===== config.mk =====
export PLATFORM = sky130hd
export DESIGN_NAME = counter_mod_updown
export DESIGN_NICKNAME = d
export VERILOG_FILES = /design/src/rtl/counter_mod_updown.sv
export SDC_FILE = /design/constraint.sdc
export NUM_CORES = 1
export LEC_CHECK = 0
export BUFFER_PORTS_ARGS = -buffer_cell sky130_fd_sc_hd__buf_4
export CELL_PAD_IN_SITES_DETAIL_PLACEMENT = 0
export CELL_PAD_IN_SITES_GLOBAL_PLACEMENT = 2
export CORE_UTILIZATION = 30
export DETAILED_ROUTE_END_ITERATION = 12
export GPL_ROUTABILITY_DRIVEN = 0
export PLACE_DENSITY = 0.87
export SKIP_CTS_REPAIR_TIMING = 1
export SYNTH_ARGS = -nofsm -noshare
export SYNTH_HDL_FRONTEND = slang
export SYNTH_SLANG_ARGS = --single-unit

===== constraint.sdc =====
create_clock -name clk -period 2.85 [get_ports clk]
set_input_delay 0.4275 -clock clk [delete_from_list [all_inputs] [get_ports clk]]
set_output_delay 0.4275 -clock clk [all_outputs]
set_load 0.02 [all_outputs]

===== src/rtl/counter_mod_updown.sv =====
`default_nettype none
// ============================================================================
// Module      : counter_mod_updown
// Description : Loadable up/down modulus counter with prescaler, wrap/saturate
//               mode, terminal-count pulse, sticky overflow and gated output.
// Revision    : 1.0 - initial release
// ============================================================================
module counter_mod_updown #(
   parameter int               WIDTH     = 8,
   parameter int               PRESC_W   = 4,
   parameter logic [WIDTH-1:0] RESET_VAL = '0
) (
   input  logic               clk,
   input  logic               reset_n,
   input  logic               en,
   input  logic               load,
   input  logic               clr,
   input  logic               up,
   input  logic               sat,
   input  logic               oe,
   input  logic [PRESC_W-1:0] div,
   input  logic [WIDTH-1:0]   lim,
   input  logic [WIDTH-1:0]   d,
   output logic [WIDTH-1:0]   y,
   output logic               tc,
   output logic               ovf
);

   logic [WIDTH-1:0]   count_q;
   logic [PRESC_W-1:0] presc_q;
   logic               tc_q;
   logic               ovf_q;

   logic               step;
   logic               at_bound;
   logic               bound_step;
   logic [WIDTH-1:0]   next_count;

   assign step       = en && (presc_q >= div);
   assign at_bound   = up ? (count_q >= lim) : (count_q == '0);
   assign bound_step = step && at_bound;

   // A value loaded above lim counts as a boundary going up, but steps down normally.
   always_comb begin
      next_count = count_q;
      if (up) begin
         if (at_bound) next_count = sat ? count_q : '0;
         else          next_count = count_q + 1'b1;
      end else begin
         if (at_bound) next_count = sat ? '0 : lim;
         else          next_count = count_q - 1'b1;
      end
   end

   always_ff @(posedge clk or negedge reset_n) begin
      if (!reset_n) begin
         count_q <= RESET_VAL;
         presc_q <= '0;
         tc_q    <= 1'b0;
         ovf_q   <= 1'b0;
      end else if (load) begin
         count_q <= d;
         presc_q <= '0;
         tc_q    <= 1'b0;
         ovf_q   <= 1'b0;
      end else if (clr) begin
         count_q <= '0;
         presc_q <= '0;
         tc_q    <= 1'b0;
         ovf_q   <= 1'b0;
      end else begin
         // presc_q < div whenever no step is taken, so the increment cannot wrap.
         if (en) presc_q <= step ? '0 : presc_q + 1'b1;
         if (step) count_q <= next_count;
         tc_q  <= bound_step;
         ovf_q <= ovf_q | bound_step;
      end
   end

   assign y   = oe ? count_q : '0;
   assign tc  = tc_q;
   assign ovf = ovf_q;

endmodule
`default_nettype wire


==> results.md <==
- # port buffers: 37
- Final net count: 277
- Top cell type's share of synthesized area: 0.232
- Startpoint types: register
- YS warnings: 0
- Adder-cell share of the synthesized area: 0.124
- Total gr overflow: 0
- Logic depth of the worst register-to-register path: 6
- Max Cap Viol: 0
- Area added between synthesis and finish: 28.9%
- Crit path top cell by count: o21ai_0
- Commonest cells post-synth: inv_1, nor2_1, ha_1, nand2_1, dfrtp_1
- Leak: between 0.9 and 1 nW
- Multi-input combinational cell area: around 1000 um2
- Data required time of the worst path: 2990 ps
- CTS H-tree lvls: 1
- Mux contribution to synthesized area: 0.0216
- Yosys top cell by area: dfrtp_1
- Die ar.: between 5000 and 6000 um2
- CP peak stage delay: 780 ps
- Final Hold Vio Count: 0
- Initial Util: 0.315
- Critical path capture point type: register
- First-pass GRT wire length: around 7 mm
- Number of global-route vias before repair: 1399
- Largest net degree at the start of global routing: 17
- Clock net sink count: 14
- Slew Limit Fails: 0
- Die Ht: around 73 um
- Status: finished, final reports clean
- CTS tree: yes
- Synth top area cells: dfrtp_1, ha_1, inv_1, nor2_1, nand2_1
- Routed wire per std cell: 14.2 um
- Critical Setup Path Class: register to register
- Dpl ws: 256 ps
- Critical R2R Launch: count_q[7]$_DFFE_PN0P_
- Cell Rows: 25
- # fillers: slightly above 500
- Router iterations before antenna repair: 4
- Tightest Pin Transition: 878 ps
- R2R Path End: count_q[2]$_DFFE_PN0P_
- Via count: around 1500
- Register area share after synthesis: 0.232
- Reg area: 350 um2
- Async SR Flop Fraction: 1.00
- TNS Setup: 0 ps
- Routed WL: ~4.3 mm
- Unrepaired setup endpoints after global routing: false
- DP HPWL: between 3 and 4 mm
- Worst hold path type: primary input to asynchronous set/reset pin
- #FFs+latches synth: 14
- Iter 0 DRT Violations: 73
- CORE AREA: approximately 4800 um2
- FF-to-FF setup slack: between 300 and 400 ps
- Root Buffer: clkbuf_8
- Via-to-Cell Ratio: 5.07
- Antenna diode count: 0
- Post-synth cell types: 54
- # IOs: 38
- Period utilization: 0.884
- Fin area: 1940 um2
- Avg Cell Area, Syn: roughly 7.9 um2
- Initial antenna violation count: 0
- Slowest cell on crit path: a211oi_2
- Synth Area in XOR/XNOR: 0.0348
- Final setup viols: 0
- Post-synthesis compound-gate area fraction: 0.255
- Gr usage total: 0.176
- DRC viols: 0
- Chip width: ~73 um
- CP Cell Sequence: ha_1 -> a21oi_1 -> o21ai_0 -> a211oi_2 -> o21ai_0 -> a22o_1
- Synth Flop Type: dfrtp_1
- Number of clock buffers inserted by TritonCTS: 3
- CTS Buffer Depth: 2
- Pwr Density: between 300 and 400 nW/um2
- Post-route clock skew: about 1.2 ps
- Mapped Area: between 1500 and 2000 um2
- Post-route ant nets: 0
- WP data arrival: 2660 ps
- Crit path setup slack, layout: 330 ps
- Main combinational cell family by area after synthesis: compound AO/OA/AOI/OAI gates
- Clock latency at the later pin of the worst-skew pair: around 250 ps
- Placed inst area: about 1900 um2
- Clock transition at the registers of the reported paths: around 60 ps
- Layout cell share with drive strength beyond 1: 0.262
- Post-Synth Simple-Gate Area: 0.252
- Syn Nets: roughly 230
- Fin crit period: about 2500 ps
- Max Freq: approximately 400 MHz
- Critical-path maximum fanout: 15
- Count leader, synth: inv_1
- Post-synthesis cell count: about 190
- Post-synth EDFFs: 0
- Max VDD drop: 0.172 mV
- Slew headroom: 0.414
[critical path: cells and delay by family, from the launching register on]
family                   cells  cell delay [ps]
AO/OA/AOI/OAI                5             1630
adder cells (fa/ha/maj)      1              320
flip-flops                   1              460
[cell type report]
cell class | instances | share of cell area
inverter | 21 | 0.0405
clock buffer | 4 | 0.0283
multi-input combinational | 149 | 0.534
sequential | 14 | 0.180
tap | 67 | 0.0431
timing repair buffer | 45 | 0.174
[layout by cell type (no fill, tap or decap), types with 2 or more instances in the layout]
cell / instances
nor2_1: 19
nand3_1: 5
nor3_1: 5
clkbuf_8: 4
a22o_1: 2
and2_1: 8
nor2b_1: 2
dfrtp_1: 14
o211ai_1: 3
o21a_1: 3
o21ai_0: 9
xor2_1: 2
mux2_2: 2
o21ai_1: 2
a31oi_1: 5
ha_1: 15
buf_4: 45
nand2b_1: 3
nand4_1: 4
xnor2_1: 4
o31a_1: 2
inv_1: 21
nand2_1: 15
a21oi_1: 10
a32oi_1: 2
[sequential cells by signal, summed over array words and instances (netlist names)]
name     count
presc_q      4
count_q      8
tc           1
ovf          1
[power by group]
part           switching (mW)  internal (mW)  leakage (nW)  total (mW)
Clock                  0.0793          0.123        0.0288       0.202
Sequential             0.0175          0.216         0.182       0.234
Combinational           0.186          0.153         0.717       0.339
[per-stage QoR]
| step | hold slack (ps) | total power, mW | util | std cells |
|---|---|---|---|---|
| 2_1_floorplan | 132 | 0.451 | - | 191 |
| 3_3_place_gp | 292 | 0.574 | 0.395 | 296 |
| 3_5_place_dp | 296 | 0.576 | 0.395 | 296 |
| 4_1_cts | 24.4 | 0.778 | 0.406 | 300 |
| 5_1_grt | 30.2 | 0.823 | 0.406 | 300 |
| 6_report | 16.6 | 0.775 | 0.406 | 300 |
[layer usage]
metal / track usage / vias up / share of wire
li1: - / 771 / -
met1: 0.263 / 707 / 0.50
met2: 0.260 / 39 / 0.43
met3: 0.0152 / 5 / 0.057
met4: 0.0654 / 0 / 0.016
met5: 0 / - / 0
[logic make-up after synthesis]
| group | after synthesis |
|---|---|
| compound gates | 53 |
| xor+xnor | 6 |
| fa+ha+maj | 15 |
| flops | 14 |
| mux | 3 |
| buf+inv | 28 |
| simple gates | 72 |
[how the worst max path moves through the flow]
stage | start | end | slack (ps) | cells past startpoint
floorplan | div[0] | presc_q[2]$_DFFE_PN0P_ | 790 | 7
global placement | lim[1] | count_q[0]$_DFFE_PN0P_ | 310 | 8
detailed placement | lim[2] | count_q[2]$_DFFE_PN0P_ | 260 | 9
CTS | presc_q[0]$_DFFE_PN0P_ | count_q[2]$_DFFE_PN0P_ | 330 | 8
global route | count_q[7]$_DFFE_PN0P_ | count_q[2]$_DFFE_PN0P_ | 90 | 6
finish | count_q[7]$_DFFE_PN0P_ | count_q[2]$_DFFE_PN0P_ | 330 | 6
Power figures use the tool's default switching activity.
